File: src/rtl/register_file.sv
`default_nettype none
// ============================================================================
// Module      : register_file
// Description : Architectural register file with per-register rename tags.
//               This block is the responder end of the reorder buffer's
//               commit/rename interface. It resolves the decoder's two
//               source operands. Each operand resolves to a final value or
//               to a pending ROB producer id.
// Ports       :
//   clk, rst (sync, active-low), rdy (global enable), clear (flush)
//   commit_*            : ROB commit of a register-writing instruction
//   dep_*               : ROB rename of a destination register
//   query_rs1/2         : decoder source registers
//   rob_query_id1/2     : ROB entries polled for busy sources
//   rob_value1/2(_ready): ROB answers to those polls
//   rs1_*/rs2_*         : resolved operand (ready, value, dep tag)
//   commit_count        : number of accepted commits (debug)
// Revision    : 1.0 - initial release
// ============================================================================
module register_file #(
    parameter int ROB_ID_W = 3,
    parameter int NUM_REGS = 32
) (
    input  logic                clk,
    input  logic                rst,
    input  logic                rdy,
    input  logic                clear,
    input  logic                commit_valid,
    input  logic [4:0]          commit_rd,
    input  logic [31:0]         commit_val,
    input  logic [ROB_ID_W-1:0] commit_rob_id,
    input  logic                dep_valid,
    input  logic [4:0]          dep_rd,
    input  logic [ROB_ID_W-1:0] dep_rob_id,
    input  logic [4:0]          query_rs1,
    input  logic [4:0]          query_rs2,
    output logic [ROB_ID_W-1:0] rob_query_id1,
    output logic [ROB_ID_W-1:0] rob_query_id2,
    input  logic                rob_value1_ready,
    input  logic [31:0]         rob_value1,
    input  logic                rob_value2_ready,
    input  logic [31:0]         rob_value2,
    output logic                rs1_ready,
    output logic [31:0]         rs1_value,
    output logic [ROB_ID_W-1:0] rs1_dep,
    output logic                rs2_ready,
    output logic [31:0]         rs2_value,
    output logic [ROB_ID_W-1:0] rs2_dep,
    output logic [31:0]         commit_count
);

    // Packed lookup result: {ready, value, dep, query_id}
    localparam int c_LOOKUP_W = 1 + 32 + 2 * ROB_ID_W;

    logic [31:0]         r_regs [NUM_REGS];
    logic [NUM_REGS-1:0] r_busy;
    logic [ROB_ID_W-1:0] r_tag  [NUM_REGS];
    logic [31:0]         r_commit_count;

    logic                w_commit_wr;
    logic                w_dep_wr;
    logic                w_commit_frees;
    logic [c_LOOKUP_W-1:0] w_lookup1;
    logic [c_LOOKUP_W-1:0] w_lookup2;

    assign w_commit_wr = commit_valid && (commit_rd != 5'd0);
    assign w_dep_wr    = dep_valid && (dep_rd != 5'd0);

    // A commit frees its register only if it is still the newest producer.
    // A rename of the same register in this cycle takes precedence.
    assign w_commit_frees = w_commit_wr
                         && (r_tag[commit_rd] == commit_rob_id)
                         && !(w_dep_wr && (dep_rd == commit_rd));

    // ------------------------------------------------------------------
    // State update
    // ------------------------------------------------------------------
    always_ff @(posedge clk) begin
        if (!rst) begin
            for (int i = 0; i < NUM_REGS; i++) begin
                r_regs[i] <= '0;
                r_tag[i]  <= '0;
            end
            r_busy         <= '0;
            r_commit_count <= '0;
        end else if (rdy) begin
            // rd==0 commits are counted even though they write nothing.
            if (commit_valid) begin
                r_commit_count <= r_commit_count + 32'd1;
            end
            // The commit predates any flush in the same cycle, so its value lands.
            if (w_commit_wr) begin
                r_regs[commit_rd] <= commit_val;
            end
            if (clear) begin
                // Flush discards all renames, including one arriving now.
                r_busy <= '0;
                for (int i = 0; i < NUM_REGS; i++) begin
                    r_tag[i] <= '0;
                end
            end else begin
                if (w_commit_frees) begin
                    r_busy[commit_rd] <= 1'b0;
                end
                if (w_dep_wr) begin
                    r_busy[dep_rd] <= 1'b1;
                    r_tag[dep_rd]  <= dep_rob_id;
                end
            end
        end
    end

    // ------------------------------------------------------------------
    // Operand lookup. It sees pre-rename state, so a same-cycle dep to
    // the source register does not affect the result.
    // ------------------------------------------------------------------
    function automatic logic [c_LOOKUP_W-1:0] f_lookup(
        input logic [4:0]  r,
        input logic        rv_ready,
        input logic [31:0] rv
    );
        logic                v_ready;
        logic [31:0]         v_value;
        logic [ROB_ID_W-1:0] v_dep;
        logic [ROB_ID_W-1:0] v_qid;
        v_ready = 1'b1;
        v_value = '0;
        v_dep   = '0;
        v_qid   = r_busy[r] ? r_tag[r] : '0;
        if (r == 5'd0) begin
            v_value = '0;
        end else if (!r_busy[r]) begin
            v_value = r_regs[r];
        end else if (commit_valid && (commit_rd == r) && (commit_rob_id == r_tag[r])) begin
            // Bypass of the commit that will clear this busy bit at the edge.
            v_value = commit_val;
        end else if (rv_ready) begin
            v_value = rv;
        end else begin
            v_ready = 1'b0;
            v_dep   = r_tag[r];
        end
        return {v_ready, v_value, v_dep, v_qid};
    endfunction

    always_comb begin
        w_lookup1 = f_lookup(query_rs1, rob_value1_ready, rob_value1);
    end

    always_comb begin
        w_lookup2 = f_lookup(query_rs2, rob_value2_ready, rob_value2);
    end

    assign {rs1_ready, rs1_value, rs1_dep, rob_query_id1} = w_lookup1;
    assign {rs2_ready, rs2_value, rs2_dep, rob_query_id2} = w_lookup2;
    assign commit_count = r_commit_count;

endmodule
`default_nettype wire

File: config.mk
export PLATFORM = sky130hd
export DESIGN_NAME = register_file
export DESIGN_NICKNAME = d
export VERILOG_FILES = /design/src/rtl/register_file.sv
export SDC_FILE = /design/constraint.sdc
export NUM_CORES = 2
export LEC_CHECK = 0
export BUFFER_PORTS_ARGS = -buffer_cell sky130_fd_sc_hd__buf_2
export CAP_MARGIN = 20
export CORE_MARGIN = 2
export CORE_UTILIZATION = 45
export CTS_CLUSTER_SIZE = 8
export DETAILED_ROUTE_END_ITERATION = 8
export GPL_ROUTABILITY_DRIVEN = 0
export GPL_TIMING_DRIVEN = 0
export SYNTH_ARGS = -nofsm -noshare
export SYNTH_HDL_FRONTEND = slang
export SYNTH_SLANG_ARGS = --single-unit
File: constraint.sdc
create_clock -name clk -period 12.13 [get_ports clk]
set_input_delay 2.426 -clock clk [delete_from_list [all_inputs] [get_ports clk]]
set_output_delay 2.426 -clock clk [all_outputs]
set_load 0.005 [all_outputs]
# Word-level counts from Yosys, hierarchy flattened
# Memories as Yosys holds them, arrays and structs flattened.
# Index checks and enable logic that the tools add are counted.
# op_classes
addsub,1
n_lt_le_gt_ge,6
n_eq_ne,6
mux,92
n_bitwise,35
n_reduce_logical,19
# op_table
op,count
2-to-1 mux 32 bit,15
2-to-1 mux 3 bit,43
"adder 32 x 1 -> 32 bit, second input constant",1
AND 32 bit,1
inverter 32 bit,1
bitwise OR 1 bit,32
bitwise OR 32 bit,1
OR reduction 32 bit,1
2-to-1 mux 1 bit,28
"< comparator 5 x 6 -> 1 bit, second input constant",4
== test 5 bit,3
logical AND 1 bit,11
binary-select mux 1 bit (select 5 bit),2
demux 1 bit (select 5 bit),2
">= comparator 5 x 1 -> 1 bit, second input constant",2
zero test 5 bit,2
2-to-1 mux 5 bit,2
nonzero test 5 bit,2
== test 3 bit,3
OR reduction 3 bit,1
AND reduction 2 bit,1
zero test 1 bit,1
# totals
register_bits,64
ram_bits,1120
in_bits,130
out_inout_bits,110
mem_count,2
# mem_list
memory,depth,width,read_ports,rd_ports_with_merged_regs,wr,line_no,rtl
r_regs,32,32,2,0,32,55,logic [31:0] r_regs [NUM_REGS];
r_tag,32,3,3,0,32,57,logic [ROB_ID_W-1:0] r_tag [NUM_REGS];

# Depth between registers and ports, before layout
# depth
ltp_word,13
depth_mapped,14
depth_no_buf,8

# Worst setup path after synthesis
# No wires, ideal clock.
# synth_path
path_type,input port to output port
start,input port query_rs1[0]
end,output port rs1_value[25]
t_arrival_ps,4855
required_ps,9704
path_slack_ps,4849
stages,10
n_path_buf,3
cell_sequence,buf_4 -> buf_6 -> mux4_2 -> a22o_1 -> a211oi_1 -> a21o_1 -> mux2i_1 -> clkbuf_1 -> o2111ai_1 -> a31oi_1
# synth_between
elab_chain_cells,6
word_cells_on_any_way,12
# synth_rtl
element,line_no,rtl
start: declaration,35,"input logic [4:0] query_rs1,"
memory read (32 x 3 bit) or == test 5 bit (tied branches),n/a,
== test 3 bit or logical AND 1 bit (tied branches),134,end else if (commit_valid && (commit_rd == r) && (commit_rob_id == r_tag[r])) begin
logical AND 1 bit,134,
2-to-1 mux 32 bit,134,
2-to-1 mux 32 bit,132,end else if (!r_busy[r]) begin
2-to-1 mux 32 bit *,130,if (r == 5'd0) begin
end: declaration,44,"output logic [31:0] rs1_value,"
# Mark *: on every way between the ends. The rest lies on a longest branch, timed or not. The select of a mux whose other input is x is not followed.

# Worst setup path after layout
# layout_path
start,input port query_rs1[1]
end,output port rs1_value[24]
# The elaborated chain is that of the path after synthesis.

==> results.md <==
- Area after DPL: 0.0718 mm^2
- Status: finished clean
- CP required: 9.70 ns
- Gr ovfl total: 0
- Final Hold Fails: 0
- Maximum VDD drop: 0.122 mV
- Die height: 386 um
- PortBufs: 224
- CP startpoint kind: primary input
- TritonCTS clock tree: done
- HPWL Detailed: 233,000 um
- Count of cell types in the netlist: 65
- Slew at the pin closest to its max-slew limit: 1.45 ns
- Top post-synthesis cells by area: edfxtp_1 51%, mux4_2 18%, and2_1 9.6%
- Setup repair after global routing missed its margin: false
- Clock Pin Slew Worst Setup and Hold Paths: 0.05 ns
- Root Driver: clkbuf_16
- Worst Setup End Kind: primary output
- Hold-fix buffers, CTS: 0
- Vias per cell: 7.25
- Die width: 386 um
- Relative slew slack: 3.19%
- Register bit total from synthesis: 1,184
- Syn_area_per_cell: 13.9 um^2
- Cts bufs inserted: 167
- Area Growth Syn to Fin: 16.6%
- CTS sink count: 1,184
- DIE AREA: 0.149 mm^2
- Worst-path fanout max: 10
- Worst path arrival time: 7.72 ns
- Final TNS setup: 0 ns
- Worst skew pair latency: 0.85 ns
- Post-synth EDFFs: 1,120
- Initial core utilization: 45.2%
- Post_cts resized: 0
- Setup violations, final: 0
- Critical Setup Path Class: in -> out
- Sequential fraction of the synthesis area: 53.1%
- Top cell type by total area after synthesis: edfxtp_1
- Max-cap violation count: 0
- H-tree level count: 4
- F_max: 0.0986 GHz
- Pin count of the biggest net entering global routing: 42
- Initial antenna violation count: 30
- Dominant synthesized flop cell: edfxtp_1
- Antenna viol nets, final: 0
- Worst Skew: 0.0259 ns
- Iter 0 DRT Violations: 9,747
- Worst Hold Class: reg -> reg
- Yosys warning count: 0
- Wire per inst: 44.7 um
- Via count: 52,700
- Pwr Density: 142 mW/mm^2
- Core ar.: 0.145 mm^2
- Vias in the first global route: 49,100
- DRT Wirelength: 325,000 um
- Setup bufs post-CTS: 0
- Mapped Cells: 4,736
- Detailed Routing Iterations Pass 1: 8
- Final instance area: 0.0767 mm^2
- Global-route wire length before repair: 426,000 um
- Max Root-Sink Buffers: 3
- Final worst path period share: 83.6%
- # DRC: 0
- Hold WS: 0.477 ns
- Fin cells: 7,268
- Rows: 140
- IO Pins: 240
- Leakage power: 0.0273 uW
- Async SR Flop Fraction: 0%
- Layout cells sized above 1: 23.8%
- Post-Place Cells: 7,014
- Post-synth top area share: 51.1%
- Nets: 5,412
- Total global-route track usage: 43.3%
- Mapped Area: 0.0658 mm^2
- Final min period: 10.14 ns
- Max Slew Vio Count: 0
cells in the final DEF (no fill, tap or decap), drive strengths merged, types with 71 or more instances in the layout:
cell,n
a21oi,80
a221oi,71
edfxtp,1120
mux4,536
buf,491
mux2i,276
clkbuf,571
and3,100
nor2,98
and2,1013
a31oi,81
nand2,172
o21ai,104
area by class of cell:
cell class,instances,area [um^2]
Sequential cell,1184,34900
Inverter,6,22.5
Buffer,525,2380
Multi-Input combinational cell,3055,29000
Fill cell,12100,68700
Timing Repair Buffer,342,3370
Clock inverter,15,221
Clock buffer,195,4330
Antenna cell,29,72.6
Tap cell,1917,2400
per-layer routing:
metal / routed length [um] / track usage (%)
met1: 105000 / 49.5
met5: 656 / 2.53
met4: 34900 / 36.1
met2: 130000 / 58.8
met3: 54700 / 23.5
synth_stat cells (4+ instances only):
cell       instances
nand2_1          172
buf_1             26
xor2_1            24
xnor2_1           21
nor2_1            98
o21ai_1           34
o221ai_1           7
a22oi_1           38
and3_1           100
a22o_1            15
buf_2             74
o2111ai_1         18
or3_1             14
a311oi_1           5
nand3_1           40
a221oi_1          71
buf_6             22
mux2i_1          276
dfxtp_1           64
nor3b_1            5
mux2_2             9
a211oi_1          49
nor2b_1           16
o311ai_1          31
inv_1              5
a21oi_1           80
o21ai_0           70
buf_4             29
edfxtp_1        1120
a31oi_1           81
clkbuf_1         373
nor3_1            36
mux4_2           536
or2_2              5
o211ai_1          64
and2_1          1013
nand3b_1           5
nand4_1           29
nor4_1             4
nand2b_1           9
o31ai_1           14
per-stage QoR:
stage / power [uW] / worst slack (ns) / utilization, %
2_1_floorplan: 5650 / 4.85 / -
4_1_cts: 10700 / 2.40 / 52.5
5_1_grt: 11000 / 2.29 / 52.7
3_3_place_gp: 6410 / 0.645 / 47.7
6_report: 10900 / 1.99 / 52.8
3_5_place_dp: 6480 / 2.41 / 49.4
sequential cells by signal, indices dropped and copies added (netlist names):
name / cells
commit_count: 32
r_tag: 96
r_regs: 1024
r_busy: 32
worst max-delay path, stage by stage:
cell and delay, ns:
buf_2 0.17, buf_4 0.25, buf_4 0.28, buf_2 0.34, buf_2 0.55, buf_2 0.47
clkbuf_1 0.50, buf_16 0.23, mux4_2 0.24, o21ai_1 0.07, a21oi_1 1.02, o31ai_1 0.14
a31oi_1 0.70, buf_2 0.26
logic make-up (layout without fill, tap and decap cells):
logic type	after synthesis	in the layout	share of synthesized area [%]
compound gates	590	590	6.20
xor+xnor	45	45	0.599
fa+ha+maj	1	1	0.0190
buf+inv	531	1083	3.61
flops	1184	1184	53.1
mux	822	822	22.7
other cells	1	64	0.00570
simple gates	1562	1562	13.8
path summary, 6_finish.rpt:
path	from	to	slack, ns	cells past startpoint
max	query_rs1[1]	rs1_value[24]	1.99	14
min	r_busy[20]	r_busy[20]	0.48	2
max reg2reg	r_tag[19][1]	r_busy[4]	9.13	8
min reg2reg	r_busy[20]	r_busy[20]	0.48	2
power by group:
group / switching [uW] / leakage [uW] / internal (uW)
combinational: 1160 / 0.0139 / 597
clock: 1880 / 0.00222 / 2490
sequential: 117 / 0.0112 / 4690
total: 3160 / 0.0273 / 7770
No activity file was read; power rests on OpenSTA's default activity.
